==> src/rtl/minimig_acfg_pkg.sv <==
// Shared constants for the autoconfig chain: config-window register offsets,
// board type nibbles and the sequencer state encoding.
package minimig_acfg_pkg;

  localparam logic [8:0] ER_TYPE    = 9'h000;
  localparam logic [8:0] ER_SIZE    = 9'h002;
  localparam logic [8:0] ER_PROD_HI = 9'h004;
  localparam logic [8:0] ER_PROD_LO = 9'h006;
  localparam logic [8:0] ER_FLAGS   = 9'h008;
  localparam logic [8:0] ER_MANUF_0 = 9'h010;
  localparam logic [8:0] ER_MANUF_1 = 9'h012;
  localparam logic [8:0] ER_MANUF_2 = 9'h014;
  localparam logic [8:0] ER_MANUF_3 = 9'h016;
  localparam logic [8:0] EC_BASE_Z3 = 9'h044;
  localparam logic [8:0] EC_BASE_Z2 = 9'h048;
  localparam logic [8:0] EC_BASE_LO = 9'h04A;
  localparam logic [8:0] EC_SHUTUP  = 9'h04C;

  localparam logic [3:0] TYPE_Z2 = 4'hE;
  localparam logic [3:0] TYPE_Z3 = 4'hA;

  typedef enum logic [1:0] {S_INIT, S_CFG, S_DONE} acfg_state_e;

endpackage

==> src/rtl/minimig_acfg_next_board.sv <==
// Priority encoder: lowest eligible slot index >= start_i, or NUM_BOARDS when
// no such slot exists (the "chain done" code).
module minimig_acfg_next_board
  import minimig_acfg_pkg::*;
#(
  parameter int NUM_BOARDS = 5,
  parameter int IDXW       = $clog2(NUM_BOARDS + 1)
) (
  input  logic [NUM_BOARDS-1:0] eligible_i,
  input  logic [IDXW-1:0]       start_i,
  output logic [IDXW-1:0]       next_o
);

  always_comb begin
    next_o = IDXW'(NUM_BOARDS);
    for (int i = NUM_BOARDS - 1; i >= 0; i--) begin
      if (eligible_i[i] && (i >= int'(start_i))) next_o = IDXW'(i);
    end
  end

endmodule

==> src/rtl/minimig_autoconfig_chain.sv <==
// Zorro II/III autoconfig sequencer presenting NUM_BOARDS descriptor-driven boards
// one at a time. Optional Z2 A19..16 low-nibble base write: AUTOCONFIG_Z2_LOWNIB_EN.
module minimig_autoconfig_chain
  import minimig_acfg_pkg::*;
#(
  parameter int          NUM_BOARDS = 5,
  parameter logic [15:0] MANUF_ID   = 16'h07DB,
  parameter int          IDXW       = $clog2(NUM_BOARDS + 1)
) (
  input  logic                    clk,
  input  logic                    reset,
  input  logic                    clk7_en,
  input  logic [7:0]              address_in,
  input  logic [15:0]             data_in,
  output logic [15:0]             data_out,
  input  logic                    rd,
  input  logic                    hwr,
  input  logic                    lwr,
  input  logic                    sel,
  input  logic                    m68020,
  input  logic [NUM_BOARDS-1:0]   board_enable,
  input  logic [NUM_BOARDS-1:0]   board_z3,
  input  logic [3*NUM_BOARDS-1:0] board_size,
  input  logic [8*NUM_BOARDS-1:0] board_prod,
  output logic [NUM_BOARDS-1:0]   board_configured,
  output logic [NUM_BOARDS-1:0]   board_shutup,
  output logic [16*NUM_BOARDS-1:0] board_base,
  output logic [IDXW-1:0]         cur_board,
  output logic                    autoconfig_done
);

  localparam logic [IDXW-1:0] DONE_IDX = IDXW'(NUM_BOARDS);

  acfg_state_e              state_q, state_d;
  logic [IDXW-1:0]          curBoard_q, curBoard_d;
  logic [NUM_BOARDS-1:0]    eligible_q, eligible_d;
  logic [NUM_BOARDS-1:0]    configured_q, configured_d;
  logic [NUM_BOARDS-1:0]    shutup_q, shutup_d;
  logic [16*NUM_BOARDS-1:0] base_q, base_d;
  logic                     armed_q, armed_d;
`ifdef AUTOCONFIG_Z2_LOWNIB_EN
  logic [3:0]               pending_q, pending_d;
`endif

  logic [NUM_BOARDS-1:0] eligibleNow, encEligible;
  logic [IDXW-1:0]       encStart, nextIdx;
  logic [8:0]            offset;
  logic                  selZ3, chained, writeReq, fire, advance;
  logic [2:0]            selSize;
  logic [7:0]            selProd, wrByte;
  logic [3:0]            nib;
  logic                  unusedRd;

  assign unusedRd    = rd;
  assign offset      = {address_in, 1'b0};
  assign wrByte      = hwr ? data_in[15:8] : data_in[7:0];
  assign eligibleNow = board_enable & (~board_z3 | {NUM_BOARDS{m68020}});

  // One encoder serves both the initial search from slot 0 and every advance.
  assign encEligible = (state_q == S_INIT) ? eligibleNow : eligible_q;
  assign encStart    = (state_q == S_INIT) ? '0 : curBoard_q + IDXW'(1);
  assign chained     = (nextIdx != DONE_IDX);

  minimig_acfg_next_board #(
    .NUM_BOARDS(NUM_BOARDS),
    .IDXW      (IDXW)
  ) u_next (
    .eligible_i(encEligible),
    .start_i   (encStart),
    .next_o    (nextIdx)
  );

  always_comb begin
    selZ3   = 1'b0;
    selSize = '0;
    selProd = '0;
    for (int i = 0; i < NUM_BOARDS; i++) begin
      if (curBoard_q == IDXW'(i)) begin
        selZ3   = board_z3[i];
        selSize = board_size[3*i +: 3];
        selProd = board_prod[8*i +: 8];
      end
    end
  end

  always_comb begin
    nib = 4'hF;
    if (state_q == S_CFG) begin
      case (offset)
        ER_TYPE:    nib = selZ3 ? TYPE_Z3 : TYPE_Z2;
        ER_SIZE:    nib = {chained, selSize};
        ER_PROD_HI: nib = ~selProd[7:4];
        ER_PROD_LO: nib = ~selProd[3:0];
        ER_FLAGS:   nib = ~{selZ3, 3'b000};
        ER_MANUF_0: nib = ~MANUF_ID[15:12];
        ER_MANUF_1: nib = ~MANUF_ID[11:8];
        ER_MANUF_2: nib = ~MANUF_ID[7:4];
        ER_MANUF_3: nib = ~MANUF_ID[3:0];
        default:    nib = 4'hF;
      endcase
    end
  end

  assign data_out = sel ? {nib, 12'hFFF} : 16'h0000;

  // A write held across several bus cycles acts once; rearm when it goes away.
  assign writeReq = sel & (hwr | lwr);
  assign fire     = clk7_en & writeReq & armed_q;
  assign armed_d  = fire ? 1'b0 : (!writeReq ? 1'b1 : armed_q);

  always_comb begin
    state_d      = state_q;
    curBoard_d   = curBoard_q;
    eligible_d   = eligible_q;
    configured_d = configured_q;
    shutup_d     = shutup_q;
    base_d       = base_q;
    advance      = 1'b0;
`ifdef AUTOCONFIG_Z2_LOWNIB_EN
    pending_d    = pending_q;
`endif
    case (state_q)
      S_INIT: begin
        eligible_d = eligibleNow;
        curBoard_d = nextIdx;
        state_d    = (nextIdx == DONE_IDX) ? S_DONE : S_CFG;
      end
      S_CFG: begin
        if (fire) begin
          for (int i = 0; i < NUM_BOARDS; i++) begin
            if (curBoard_q == IDXW'(i)) begin
              if (offset == EC_BASE_Z2 && !selZ3) begin
`ifdef AUTOCONFIG_Z2_LOWNIB_EN
                base_d[16*i +: 8] = {wrByte[7:4], pending_q};
`else
                base_d[16*i +: 8] = wrByte;
`endif
                configured_d[i] = 1'b1;
                advance         = 1'b1;
              end else if (offset == EC_BASE_Z3 && selZ3) begin
                base_d[16*i +: 16] = data_in;
                configured_d[i]    = 1'b1;
                advance            = 1'b1;
              end else if (offset == EC_SHUTUP) begin
                shutup_d[i] = 1'b1;
                advance     = 1'b1;
`ifdef AUTOCONFIG_Z2_LOWNIB_EN
              end else if (offset == EC_BASE_LO && !selZ3) begin
                pending_d = wrByte[7:4];
`endif
              end
            end
          end
          if (advance) begin
            curBoard_d = nextIdx;
            if (nextIdx == DONE_IDX) state_d = S_DONE;
`ifdef AUTOCONFIG_Z2_LOWNIB_EN
            pending_d = 4'h0;
`endif
          end
        end
      end
      default: begin
      end
    endcase
  end

  always_ff @(posedge clk or posedge reset) begin
    if (reset) begin
      state_q      <= S_INIT;
      curBoard_q   <= '0;
      eligible_q   <= '0;
      configured_q <= '0;
      shutup_q     <= '0;
      base_q       <= '0;
      armed_q      <= 1'b1;
`ifdef AUTOCONFIG_Z2_LOWNIB_EN
      pending_q    <= 4'h0;
`endif
    end else begin
      state_q      <= state_d;
      curBoard_q   <= curBoard_d;
      eligible_q   <= eligible_d;
      configured_q <= configured_d;
      shutup_q     <= shutup_d;
      base_q       <= base_d;
      armed_q      <= armed_d;
`ifdef AUTOCONFIG_Z2_LOWNIB_EN
      pending_q    <= pending_d;
`endif
    end
  end

  assign board_configured = configured_q;
  assign board_shutup     = shutup_q;
  assign board_base       = base_q;
  assign cur_board        = curBoard_q;
  assign autoconfig_done  = (state_q == S_DONE);

endmodule

==> config.mk <==
export PLATFORM = sky130hd
export DESIGN_NAME = minimig_autoconfig_chain
export DESIGN_NICKNAME = d
export VERILOG_FILES = /design/src/rtl/minimig_acfg_pkg.sv /design/src/rtl/minimig_acfg_next_board.sv /design/src/rtl/minimig_autoconfig_chain.sv
export SDC_FILE = /design/constraint.sdc
export NUM_CORES = 1
export LEC_CHECK = 0
export ABC_AREA = 1
export ABC_CLOCK_PERIOD_IN_PS = 3620
export CORE_MARGIN = 2
export CORE_UTILIZATION = 45
export CTS_BUF_LIST = sky130_fd_sc_hd__clkbuf_4
export CTS_CLUSTER_DIAMETER = 30
export DETAILED_ROUTE_END_ITERATION = 7
export PLACE_DENSITY = 0.89
export SYNTH_ARGS = -nofsm -noshare
export SYNTH_HDL_FRONTEND = slang
export SYNTH_HIERARCHICAL = 1
export SYNTH_SLANG_ARGS = --single-unit
==> constraint.sdc <==
create_clock -name clk -period 3.62 [get_ports clk]
set_input_delay 0.724 -clock clk [delete_from_list [all_inputs] [get_ports clk]]
set_output_delay 0.724 -clock clk [all_outputs]
set_load 0.05 [all_outputs]
==> out/qor.csv, run 1 <==
stage,metric,value,unit
outcome,status,"complete, no violations",
global_route,first_pass_grt_wire_length,23600,um
setup_path,critPathSlowestCell,sky130_fd_sc_hd__dfrtp_2,
cts,cts_tree,done,
cts,cts_max_path_buffers,2,
floorplanning,initial_core_util,45.8,%
drt,via_per_inst,5.02,
setup_path,worstSetupEndpoint,data_out[15],
place,dpl.hpwl,11600,um
timing,setup_viol,0,
timing,max_clk_rate,289,MHz
min_path,min-delay-start,board_configured[2],
setup_path,worst_reg_to_reg_setup_slack,1.06,ns
synth,synthFlopType,sky130_fd_sc_hd__dfrtp_1,
timing,relative_slew_margins,58.2,%
timing,finalMaxSlewViolations,0,
setup_path,cp_top_family,simple AND/OR/NAND/NOR gates,
global_route,grt_remaining_overflow,0,
global_route,antenna_found_initial,0,
global_route,grt_max_degree,53,
setup_path,crit-reg2reg-launch,cur_board[2],
cts,cts_max_level,3,
drt,finalWirelength,14700,um
cts,tritoncts_num_sinks,101,
global_route,number_of_global_route_vias_before_repair,4597,
min_path,holdCritPathClass,flip-flop to flip-flop,
drt,final_antenna_net_count,0,
power,power.static_leakage,3.44,nW
setup_path,crit_fanout,5,
setup_path,crit_buf_inv,2,
floorplanning,core_region_area,0.0113,sq mm
synth,yosys_register_bits,101,
job,max-cap-violations,0,
finish,layout_cell_share_with_drive_strength_beyond_1,9.56,%
synth,synth-edff-count,0,
power,worst_ir_drop_on_vdd,0.000163,V
synth,synthesis.area,0.00518,sq mm
setup_path,max_stage_delay,0.47,ns
cts,clockRootBuffer,sky130_fd_sc_hd__clkbuf_4,
cts,cts-buffers-inserted,9,
finish,nets,944,
synth,yosys_warnings,6,
cts,worst_skew_pair.late_latency,0.46,ns
setup_path,timing.reg2reg.worst_path_depth,13,
setup_path,timing.rr.end,board_base[37],
setup_path,crit_arrival,2.74,ns
synth,synthesized_netlist_cell_count,646,
setup_path,worstSetupPathType,flip-flop to output pin,
drt,detailroute.via_count,4966,
cts,number_of_buffers_added_to_fix_hold_violations_after_cts,0,
place,io_buffer_count,205,
global_route,globalRouteTotalUtil,23.8,%
timing,final_period_minus_worst_setup_slack,3.46,ns
synth,ys_types,33,
finish,antenna_cells,0,
setup_path,most_frequent_cell_on_critical_path,sky130_fd_sc_hd__ha_1,
setup_path,startpoint_of_the_most_critical_setup_path,cur_board[0],
synth,fraction_of_registers_with_async_set_or_reset_after_synthesis,100,%
floorplanning,fp.dieH,111,um
cts,path_clk_slew,0.17,ns
power,power_per_cell_area,259,mW/mm^2
setup_path,path_depth,12,
timing,fin_worst_skew,0.0219,ns
finish,area_overhead_of_the_layout_relative_to_synthesis,44.3,%
timing,timing.final.hold_violations,0,
drt,drc,0,
floorplanning,io_pins,207,
floorplanning,die_x,111,um
synth,yosysSeqAreaShare,48.8,%
place,place.gp.congestion,0.939,
drt,initialDrtViolationCount,465,
setup_path,worst_ep_required_time,2.90,ns
timing,period_share,95.7,%
setup_path,series_of_cell_instances_along_the_critical_path,ha_1 -> ha_1 -> nor2_4 -> inv_2 -> nand3_1 -> nor3b_2 -> nand3b_1 -> nand2_1 -> nand4_1 -> nor2_2 -> a21oi_2 -> buf_12,
floorplanning,area_of_the_die,0.0124,sq mm
finish,final_util,66.0,%
synth,syn-mean-instance-area,8.02,sq um
setup_path,critical_path_start_type,flip-flop,
timing,fin_tns_setup,0,ns
synth,mappedNetlistNets,748,
setup_path,setup.worst_path.end_class,output pin,
floorplanning,floorplan.rows,39,
timing,worstMarginPinSlew,0.626,ns
drt,avgRoutedWirePerCell,14.9,um
drt,first_pass_iters,5,
-- how the worst min path moves through the flow --
stage	slack (ns)	end	depth (start not counted)
after global placement	0.44	board_configured[3]	2
after CTS	0.49	board_configured[2]	2
after floorplan	0.44	eligible_q[4]	2
after global routing	0.51	board_shutup[3]	1
final	0.49	board_configured[2]	2
after detailed placement	0.45	board_configured[2]	2
-- where the power goes --
group,internal [mW],switching [mW],leakage (nW)
logic,0.128,0.120,2.03
registers,1.13,0.000181,1.34
clock network,0.152,0.406,0.0706
-- synth_stat cells (3+ instances only) --
cell type                  count  area (sq um)
sky130_fd_sc_hd__o211ai_1      3          22.5
sky130_fd_sc_hd__nand3b_1      3          22.5
sky130_fd_sc_hd__a31oi_1       3          18.8
sky130_fd_sc_hd__o21ai_0      72           360
sky130_fd_sc_hd__buf_2         9          45.0
sky130_fd_sc_hd__ha_1          5          62.6
sky130_fd_sc_hd__nand3_2       3          30.0
sky130_fd_sc_hd__or2_2         5          31.3
sky130_fd_sc_hd__inv_2         4          15.0
sky130_fd_sc_hd__nor2_1       47           176
sky130_fd_sc_hd__dfrtp_1     100          2500
sky130_fd_sc_hd__a21oi_1       9          45.0
sky130_fd_sc_hd__nand2_1     183           687
sky130_fd_sc_hd__o21bai_1      6          45.0
sky130_fd_sc_hd__nand3_1      43           215
sky130_fd_sc_hd__inv_1        60           225
sky130_fd_sc_hd__mux2i_1       8          80.1
sky130_fd_sc_hd__o21ai_1      31           155
sky130_fd_sc_hd__buf_4        12          90.1
sky130_fd_sc_hd__buf_6         8          90.1
sky130_fd_sc_hd__nor2_2        5          31.3
sky130_fd_sc_hd__nand2_2      11          68.8
-- layout by cell type (no fill, tap or decap), types with 6 or more instances in the layout --
cell type and n:
sky130_fd_sc_hd__clkdlybuf4s50_1 201, sky130_fd_sc_hd__nand2_1 181, sky130_fd_sc_hd__dfrtp_1 97, sky130_fd_sc_hd__o21ai_0 71, sky130_fd_sc_hd__inv_1 58, sky130_fd_sc_hd__nor2_1 43, sky130_fd_sc_hd__nand3_1 43, sky130_fd_sc_hd__o21ai_1 32
sky130_fd_sc_hd__nand2_2 13, sky130_fd_sc_hd__buf_4 10, sky130_fd_sc_hd__clkbuf_4 9, sky130_fd_sc_hd__nor2_2 8, sky130_fd_sc_hd__mux2i_1 8, sky130_fd_sc_hd__a21oi_1 7, sky130_fd_sc_hd__o21bai_1 6
-- cell type report --
type                            count  area (sq um)
Fill cell                         922          3850
Sequential cell                   101          2530
Multi-Input combinational cell    449          2200
Timing Repair Buffer              216          2190
Inverter                           65           250
Tap cell                          143           179
Clock buffer                        9          67.6
Clock inverter                      7          55.1
-- worst min-delay path: cells and delay by family (launching register included) --
kind	cells	cell delay, ns
flip-flops	1	0.37
AND/OR/NAND/NOR	1	0.05
buffers and inverters	1	0.04
-- kinds of logic (layout without fill, tap and decap cells) --
family          count (synthesis)  count (layout)  share of synthesized area (%)
simple gates                  308             308                           26.2
compound gates                128             128                           13.1
flops                         101             101                           48.8
buf+inv                        96             297                           9.20
mux                             8               8                           1.55
fa+ha+maj                       5               5                           1.21
-- state kept, by name, indices dropped and copies added, names as in the netlist --
register and cells:
board_base 80, board_configured 5, board_shutup 5, eligible_q 5, cur_board 3, state_q 2
armed_q 1
-- routing by layer --
metal  vias up  track usage [%]  wire length, um
li1       2463                -                -
met1      2290             32.0             6490
met2       188             39.2             7160
met3        25             5.14              791
met4         0             6.42              291
met5         -                0                0
-- stage by stage --
step                      total power [mW]  instances  hold WS, ns  worst slack, ns  cell area [sq um]
after floorplan                       1.25        646        0.445            0.123               5180
after global placement                1.40        970        0.444            0.158               7290
after detailed placement              1.40        970        0.449            0.107               7290
after CTS                             1.94        986        0.486          0.00775               7410
after global routing                  2.01        990        0.509          -0.0206               7470
final                                 1.94        990        0.485            0.156               7470
-- repair_timing --
item                                    CTS  global route
endpoints found under the setup margin    1             4
gates resized for setup                   1            14
pin swaps                                 0             2
setup buffers                             0             4
Note: power is estimated with default switching activity, not from simulation.
==> inputs of run 2 (changes only) <==
--- a/config.mk
+++ b/config.mk
@@ -12,6 +12,7 @@
 export CTS_BUF_LIST = sky130_fd_sc_hd__clkbuf_4
 export CTS_CLUSTER_DIAMETER = 30
 export DETAILED_ROUTE_END_ITERATION = 7
+export MAX_ROUTING_LAYER = met4
 export PLACE_DENSITY = 0.89
 export SYNTH_ARGS = -nofsm -noshare
 export SYNTH_HDL_FRONTEND = slang
==> out/qor.csv, run 2 (same netlist as run 1, synthesis figures left out) <==
stage,metric,value,unit,change
outcome,status,"complete, no violations",,
timing,max_clk_rate,290,MHz,+0.43%
timing,rsz0062_at_grt,false,,
setup_path,cp_top_family,simple AND/OR/NAND/NOR gates,,
finish,fillCellCount,952,,+3.3%
cts,cts-buffers-inserted,9,,unchanged
job,max-cap-violations,0,,unchanged
setup_path,crit_arrival,2.73,ns,about the same
place,io_buffer_count,205,,unchanged
timing,setup_viol,0,,unchanged
setup_path,worst_reg_to_reg_setup_slack,1.21,ns,+0.15 ns
finish,antenna_cells,0,,unchanged
setup_path,crit_buf_inv,2,,unchanged
power,power.static_leakage,3.44,nW,about the same
setup_path,series_of_cell_instances_along_the_critical_path,ha_1 -> ha_1 -> nor2_4 -> inv_2 -> nand3_2 -> o21ai_2 -> nor3b_2 -> nand3b_1 -> nand2_1 -> nand4_1 -> nor2_2 -> a21oi_2 -> buf_12,,
global_route,globalRouteTotalUtil,24.9,%,+1.1 points
finish,largest_reg_flops,80,,unchanged
floorplanning,initial_core_util,45.8,%,unchanged
global_route,first_pass_grt_wire_length,24200,um,+2.6%
timing,fin_tns_setup,0,ns,unchanged
setup_path,crit_fanout,5,,unchanged
timing,relative_slew_margins,58.6,%,+0.33 points
min_path,min_delay_path_depth,2,,unchanged
cts,worst_skew_pair.late_latency,0.45,ns,about the same
timing,finalMaxSlewViolations,0,,unchanged
finish,nets,945,,+0.11%
cts,cts_tree,done,,
finish,area_overhead_of_the_layout_relative_to_synthesis,44.4,%,
floorplanning,floorplan.rows,39,,unchanged
cts,cts_max_level,3,,unchanged
drt,finalWirelength,14700,um,-0.48%
setup_path,setup.worst_path.end_class,output pin,,
setup_path,max_stage_delay,0.46,ns,about the same
drt,drc,0,,unchanged
min_path,min-delay-start,board_configured[2],,
drt,final_antenna_net_count,0,,unchanged
finish,final_common_cell,sky130_fd_sc_hd__clkdlybuf4s50_1,,
cts,cts_max_path_buffers,2,,unchanged
drt,avgRoutedWirePerCell,14.8,um,-0.58%
setup_path,worstSetupPathType,flip-flop to output pin,,
global_route,grt_remaining_overflow,0,,unchanged
timing,final_period_minus_worst_setup_slack,3.45,ns,-0.0149 ns
timing,timing.final.hold_violations,0,,unchanged
cts,path_clk_slew,0.16,ns,about the same
global_route,grt_max_degree,53,,unchanged
setup_path,most_frequent_cell_on_critical_path,sky130_fd_sc_hd__ha_1,,
global_route,antenna_found_initial,0,,unchanged
setup_path,critical_path_start_type,flip-flop,,
cts,number_of_buffers_added_to_fix_hold_violations_after_cts,0,,unchanged
timing,worstMarginPinSlew,0.621,ns,-0.00488 ns
place,dpl.hpwl,11600,um,+0.54%
finish,layout_cell_share_with_drive_strength_beyond_1,9.67,%,+0.11 points
floorplanning,area_of_the_die,0.0124,sq mm,unchanged
setup_path,timing.rr.end,board_base[23],,
timing,fin_hold_ws,0.485,ns,-0.000303 ns
place,place.gp.congestion,0.921,,-2.0%
min_path,holdCritPathClass,flip-flop to flip-flop,,
cts,clockRootBuffer,sky130_fd_sc_hd__clkbuf_4,,
drt,via_per_inst,4.94,,-1.5%
min_path,holdPathEnd,board_configured[2],,
floorplanning,core_region_area,0.0113,sq mm,unchanged
setup_path,crit-reg2reg-launch,cur_board[2],,
power,worst_ir_drop_on_vdd,0.000179,V,+9.7%
drt,first_pass_iters,4,,-1
power,power_per_cell_area,257,mW/mm^2,-0.92%
setup_path,worst_ep_required_time,2.90,ns,about the same
finish,mostFrequentLayoutCells,"sky130_fd_sc_hd__clkdlybuf4s50_1 (201), sky130_fd_sc_hd__nand2_1 (181), sky130_fd_sc_hd__dfrtp_1 (98)",,
floorplanning,die_x,111,um,unchanged
setup_path,critPathSlowestCell,sky130_fd_sc_hd__dfrtp_2,,
drt,initialDrtViolationCount,383,,-18%
global_route,number_of_global_route_vias_before_repair,4718,,+2.6%
drt,detailroute.via_count,4894,,-1.4%
timing,period_share,95.3,%,-0.41 points
cts,tritoncts_num_sinks,101,,unchanged
timing,fin_worst_skew,0.0175,ns,-0.00437 ns
setup_path,timing.reg2reg.worst_path_depth,12,,-1
floorplanning,io_pins,207,,unchanged
floorplanning,fp.dieH,111,um,unchanged
run 2: layer usage:
metal	vias up	track usage [%]	part of all wire (%)
li1	2461	-	-
met1	2250	32.7	45
met2	156	40.5	49
met3	27	4.21	4.6
met4	0	6.17	1.9
met5	-	-	0
run 2: per-stage QoR:
| step | std cells | power [mW] | instance area (sq um) | util, % | setup slack, ns |
|---|---|---|---|---|---|
| CTS | 987 | 1.94 | 7420 | 65.5 | 0.0157 |
| floorplan | 646 | 1.25 | 5180 | - | 0.123 |
| finish | 991 | 1.92 | 7480 | 66.1 | 0.171 |
| detailed placement | 971 | 1.40 | 7290 | 64.4 | 0.0884 |
| global route | 991 | 2.00 | 7480 | 66.1 | 0.0338 |
| global placement | 971 | 1.40 | 7290 | 64.4 | 0.161 |
run 2: worst max-delay path by stage:
| stage | depth (start not counted) | startpoint | to | slack [ns] |
|---|---|---|---|---|
| 3_5_place_dp | 13 | m68020 | data_out[15] | 0.09 |
| 6_report | 13 | cur_board[0] | data_out[15] | 0.17 |
| 5_1_grt | 13 | cur_board[0] | data_out[15] | 0.03 |
| 3_3_place_gp | 13 | m68020 | data_out[15] | 0.16 |
| 2_1_floorplan | 13 | cur_board[2] | data_out[15] | 0.12 |
| 4_1_cts | 11 | cur_board[0] | data_out[13] | 0.02 |
run 2: worst reg2reg max path, cell delays in order, from the launching register on:
cell	delay, ns
sky130_fd_sc_hd__dfrtp_2	0.49
sky130_fd_sc_hd__inv_1	0.12
sky130_fd_sc_hd__ha_1	0.36
sky130_fd_sc_hd__buf_4	0.21
sky130_fd_sc_hd__nand2_1	0.05
sky130_fd_sc_hd__nand2_1	0.06
sky130_fd_sc_hd__inv_1	0.05
sky130_fd_sc_hd__nand2_2	0.09
sky130_fd_sc_hd__nand2_2	0.09
sky130_fd_sc_hd__nand2_4	0.19
sky130_fd_sc_hd__nand2_4	0.12
sky130_fd_sc_hd__nand2_2	0.27
sky130_fd_sc_hd__o21ai_0	0.18
run 2: report_power, final:
part	switching [mW]	leakage (nW)	internal [mW]	total, mW
Clock	0.388	0.0626	0.156	0.543
Combinational	0.120	2.04	0.127	0.247
Sequential	0.000197	1.34	1.13	1.13
Total	0.508	3.44	1.41	1.92
run 2: area by class of cell:
class                   instances  area [sq um]  area share, %
inverters                      65           250           3.34
flip-flops and latches        101          2530           33.8
clock buffers                  10          75.1           1.00
repair buffers                217          2190           29.3
multi-input cells             449          2200           29.5
well taps                     143           179           2.39
clock inverters                 6          47.5          0.635
run 2: what timing repair did:
action	4_1_cts	5_1_grt
endpoints found under the hold margin	0	0
buffers inserted	0	4
pin swaps	0	3
endpoints found under the setup margin	1	4
gates resized for setup	1	15
==> inputs of run 3 (changes only) <==
--- a/config.mk
+++ b/config.mk
@@ -6,7 +6,6 @@
 export NUM_CORES = 1
 export LEC_CHECK = 0
 export ABC_AREA = 1
-export ABC_CLOCK_PERIOD_IN_PS = 3620
 export CORE_MARGIN = 2
 export CORE_UTILIZATION = 45
 export CTS_BUF_LIST = sky130_fd_sc_hd__clkbuf_4
@@ -14,6 +13,7 @@
 export DETAILED_ROUTE_END_ITERATION = 7
 export MAX_ROUTING_LAYER = met4
 export PLACE_DENSITY = 0.89
+export SLEW_MARGIN = 20
 export SYNTH_ARGS = -nofsm -noshare
 export SYNTH_HDL_FRONTEND = slang
 export SYNTH_HIERARCHICAL = 1
==> results of run 3 <==
No change in the layout: final DEF, timing and power equal those of run 2.
